--- src/rtl/uart_rx_word_assembler.sv ---
// 8N1 UART receiver that packs four bytes MSB-first into a CPU-readable word.
// Define UART_RX_NEWLINE_SYNC_EN to drop 0x0A delimiters at word boundaries.
module uart_rx_word_assembler #(
  parameter int CLKS_PER_BIT = 868
) (
  input  logic        clk,
  input  logic        reset,
  input  logic        rx_serial,
  input  logic        memread,
  output logic [31:0] readdata,
  output logic        rx_valid,
  output logic        rx_overrun,
  output logic        rx_frame_err
);

  localparam int CW = $clog2(CLKS_PER_BIT);
  localparam logic [CW-1:0] HALF = CW'((CLKS_PER_BIT - 1) / 2);
  localparam logic [CW-1:0] LAST = CW'(CLKS_PER_BIT - 1);

  typedef enum logic [1:0] {
    IDLE,
    START,
    DATA,
    STOP
  } state_t;

  state_t        state, state_n;
  logic [CW-1:0] cnt, cnt_n;
  logic [2:0]    bit_idx, bit_idx_n;
  logic [7:0]    rx_byte, rx_byte_n;
  logic          sync_m, rx_s;
  logic          good, bad;

  logic [23:0]   shift;
  logic [1:0]    byte_idx;
  logic          keep, complete;
  logic [31:0]   word;

  always_ff @(posedge clk or posedge reset) begin
    if (reset) begin
      sync_m <= 1'b1;
      rx_s   <= 1'b1;
    end else begin
      sync_m <= rx_serial;
      rx_s   <= sync_m;
    end
  end

  always_ff @(posedge clk or posedge reset) begin
    if (reset) begin
      state   <= IDLE;
      cnt     <= '0;
      bit_idx <= '0;
      rx_byte <= '0;
    end else begin
      state   <= state_n;
      cnt     <= cnt_n;
      bit_idx <= bit_idx_n;
      rx_byte <= rx_byte_n;
    end
  end

  always_comb begin
    state_n   = state;
    cnt_n     = cnt + CW'(1);
    bit_idx_n = bit_idx;
    rx_byte_n = rx_byte;
    good      = 1'b0;
    bad       = 1'b0;
    unique case (state)
      IDLE: begin
        cnt_n = '0;
        if (!rx_s) state_n = START;
      end
      START: begin
        if (cnt == HALF) begin
          cnt_n     = '0;
          bit_idx_n = '0;
          state_n   = rx_s ? IDLE : DATA;
        end
      end
      DATA: begin
        if (cnt == LAST) begin
          cnt_n     = '0;
          rx_byte_n = {rx_s, rx_byte[7:1]};
          bit_idx_n = bit_idx + 3'd1;
          if (bit_idx == 3'd7) state_n = STOP;
        end
      end
      STOP: begin
        if (cnt == LAST) begin
          cnt_n   = '0;
          state_n = IDLE;
          good    = rx_s;
          bad     = !rx_s;
        end
      end
      default: state_n = IDLE;
    endcase
  end

`ifdef UART_RX_NEWLINE_SYNC_EN
  // A newline at a word boundary is framing, not data
  assign keep = good && !(rx_byte == 8'h0A && byte_idx == 2'd0);
`else
  assign keep = good;
`endif

  assign word     = {shift, rx_byte};
  assign complete = keep && (byte_idx == 2'd3);

  always_ff @(posedge clk or posedge reset) begin
    if (reset) begin
      shift    <= '0;
      byte_idx <= '0;
    end else if (bad) begin
      shift    <= '0;
      byte_idx <= '0;
    end else if (keep) begin
      shift    <= word[23:0];
      byte_idx <= byte_idx + 2'd1;
    end
  end

  always_ff @(posedge clk or posedge reset) begin
    if (reset) begin
      readdata     <= '0;
      rx_valid     <= 1'b0;
      rx_overrun   <= 1'b0;
      rx_frame_err <= 1'b0;
    end else begin
      rx_frame_err <= bad;
      if (complete) begin
        // A read in the same cycle frees the slot for the new word
        if (!rx_valid || memread) begin
          readdata <= word;
          rx_valid <= 1'b1;
          if (memread) rx_overrun <= 1'b0;
        end else begin
          rx_overrun <= 1'b1;
        end
      end else if (memread && rx_valid) begin
        rx_valid   <= 1'b0;
        rx_overrun <= 1'b0;
      end
    end
  end

endmodule
--- config.mk ---
export PLATFORM = sky130hd
export DESIGN_NAME = uart_rx_word_assembler
export DESIGN_NICKNAME = d
export VERILOG_FILES = /design/src/rtl/uart_rx_word_assembler.sv
export SDC_FILE = /design/constraint.sdc
export NUM_CORES = 1
export LEC_CHECK = 0
export ABC_AREA = 1
export BUFFER_PORTS_ARGS = -buffer_cell sky130_fd_sc_hd__buf_2
export CORE_MARGIN = 1
export CORE_UTILIZATION = 45
export DETAILED_ROUTE_END_ITERATION = 16
export SYNTH_ARGS = -nofsm -noshare
export SYNTH_HDL_FRONTEND = slang
export SYNTH_SLANG_ARGS = --single-unit
--- constraint.sdc ---
create_clock -name clk -period 4.7 [get_ports clk]
set_input_delay 0.47 -clock clk [delete_from_list [all_inputs] [get_ports clk]]
set_output_delay 0.47 -clock clk [all_outputs]
set_load 0.1 [all_outputs]
==> run summary <==
Final Cycle Share: 44.4%
Synth unique cells: 30
DR WL/cell: 12.8 um
Final setup viols: 0
Worst r2r dst: byte_idx[0]
Most frequent cell after synthesis: nand2_1
Initial antenna violation count: 0
WP data arrival: 2.35 ns
Top cells by area, synth: dfrtp_1 58%, nand2_1 11%, o21ai_1 5.0%
Maximum VDD drop: 0.137 mV
Bufs on Longest Clock Path: 2
Setup ws final: 2.61 ns
Worst-path clk slew: 0.09 ns
Number of synthesized register bits: 86
Syn Area/Cell: 9.35 um2
Placed insts: 514
Core Region: 7770 um2
R2R Setup Slk: 2.61 ns
Hold Path Cell Cnt: 1
Total track usage: 18.2%
Hpwl dp: 4530 um
P_leak: 2.20 nW
Max-Cap Viols: 0
Initial Util: 46.7%
Pin count of the biggest net entering global routing: 46
Fin crit period: 2.09 ns
Drt first-iter violations: 128
Pre-antenna DRT Iters: 4
Hold-fix buffers, CTS: 0
Worst slew pin tran: 0.775 ns
Mapped Area: 3630 um2
Fin. Hold Viols: 0
Post-CTS setup buffers: 0
Routed Wire Length: 6770 um
Post-synth EDFFs: 0
Total CTS buffers: 9
Syn nets: 397
Worst Setup SP: cnt[0]
Nets@finish: 432
First-pass GRT wire length: 11,900 um
Commonest cells post-synth: 111 x nand2_1, 84 x dfrtp_1, 44 x inv_1, 36 x o21ai_1, 18 x o21ai_0
Drc violations: 0
Die ar.: 8420 um2
Total number of vias: 2,594
Rows: 32
Seq/Total Area, Yosys: 59.4%
Die X: 91.8 um
Yosys warns: 0
Pre-CTS WS: 2.58 ns
DIE HEIGHT: 91.8 um
Ys flop type: dfrtp_1
Worst hold path class: primary input to flop
Most Crowded Layer GR: met2
Reg2Reg Launch Point: cnt[0]
Synth Instances: 388
CTS root buf: clkbuf_8
PostCTS Resize Cnt: 0
RSZ-0062 raised after global routing: false
Proportion of layout cells with a drive suffix above 1: 16.6%
GRT met2 Usage: 27.7%
Number of H-tree levels: 3
Routed vias/inst: 4.89
I/O pin count: 39
Port bufs: 38
CP required: 4.97 ns
Status: complete, no violations
Area share of the largest cell type after synthesis: 58.0%
R2r worst-path depth: 7
Setup crit start kind: flop
Max-slew headroom: 48.3%
Post-route ant nets: 0
Pwr per Cell Area: 320 nW/um2
Layout area overhead: 11.6%
Hold path startpoint: rx_serial
Vias in the first global route: 2,608
CTS tree: built
Routing usage on met1: 25.0%
Clk sinks: 86
Placer's final routability congestion estimate: 0.834
GR Util met3: 4.06%
FMAX: 0.479 GHz
Final slew viol count: 0
CP Capture Type: flop
Worst skew pair latency: 0.36 ns
Sum of negative setup slack: 0 ns
Critical Path Fanout Max: 24
Setup CP Type: flop to flop
Cell taking the most area after synthesis: dfrtp_1
GRT Residual Overflow: 0
Worst Skew: 0.00993 ns
Fraction of registers with async set/reset: 100%
Hold EP: sync_m
Non-filler cells, final: 530
Ant. Diodes: 0
-- cells in the final DEF (no fill, tap or decap), drive strengths merged --
cell type / n
clkinvlp: 1
nor2: 20
nand3: 13
dfstp: 2
clkinv: 4
o22ai: 15
nand2: 113
buf: 40
inv: 47
clkbuf: 10
ha: 5
a21oi: 5
nor3: 6
xnor2: 1
bufinv: 1
dfrtp: 84
and3: 1
nand4: 6
o21ai: 54
-- logic make-up (layout without fill, tap and decap cells) --
family          after synthesis  after routing  share of synthesized area, %
compound gates               74             74                          10.7
xor+xnor                      1              1                         0.242
fa+ha+maj                     5              5                          1.72
buf+inv                      63            103                          8.28
flops                        86             86                          59.4
simple gates                159            159                          19.6
-- stage by stage --
stage	utilization, %	area (um2)	power [mW]	hold slack (ns)
global route	52.1	4050	1.34	0.180
finish	52.1	4050	1.30	0.200
floorplan	-	3630	0.768	0.345
global placement	49.5	3840	0.775	0.347
CTS	52.1	4050	1.31	0.182
detailed placement	49.5	3840	0.775	0.348
-- worst max-delay path by stage --
stage	endpoint	slack, ns	cells after the start
global placement	byte_idx[0]	2.65	7
CTS	shift[21]	2.59	7
global route	shift[22]	2.41	7
finish	byte_idx[0]	2.61	7
floorplan	async pin	2.01	1
detailed placement	shift[20]	2.58	7
-- registers in the layout (all words and copies together) (netlist names), named ones only --
signal	cells
sync_m	1
byte_idx	2
bit_idx	3
state	1
rx_frame_err	1
rx_overrun	1
rx_byte	8
readdata	32
cnt	10
rx_valid	1
shift	24
rx_s	1
-- power breakdown --
group	internal (mW)	switching [mW]
clock network	0.263	0.274
registers	0.741	0.00194
logic	0.00175	0.0148
total	1.01	0.290
-- layout make-up --
type	count	area (um2)
Sequential cell	86	2150
Multi-Input combinational cell	239	1170
Fill cell	769	3720
Timing Repair Buffer	40	205
Clock inverter	6	68.8
Tap cell	102	128
Inverter	47	180
Clock buffer	10	138
-- layer usage --
layer  wire length, um  share of wire (%)
met1              3330                 49
met5                 0                  0
met4               136                2.0
met3               233                3.4
met2              3080                 45
-- worst max-delay path, stage by stage (launching register included) --
cell and delay (ns):
dfrtp_1 0.39, ha_1 0.24, nand2_1 0.09, inv_2 0.08, nand2_4 0.08, nor2_8 0.27
nand2_1 0.52, o21ai_0 0.32
Power figures use the tool's default switching activity.
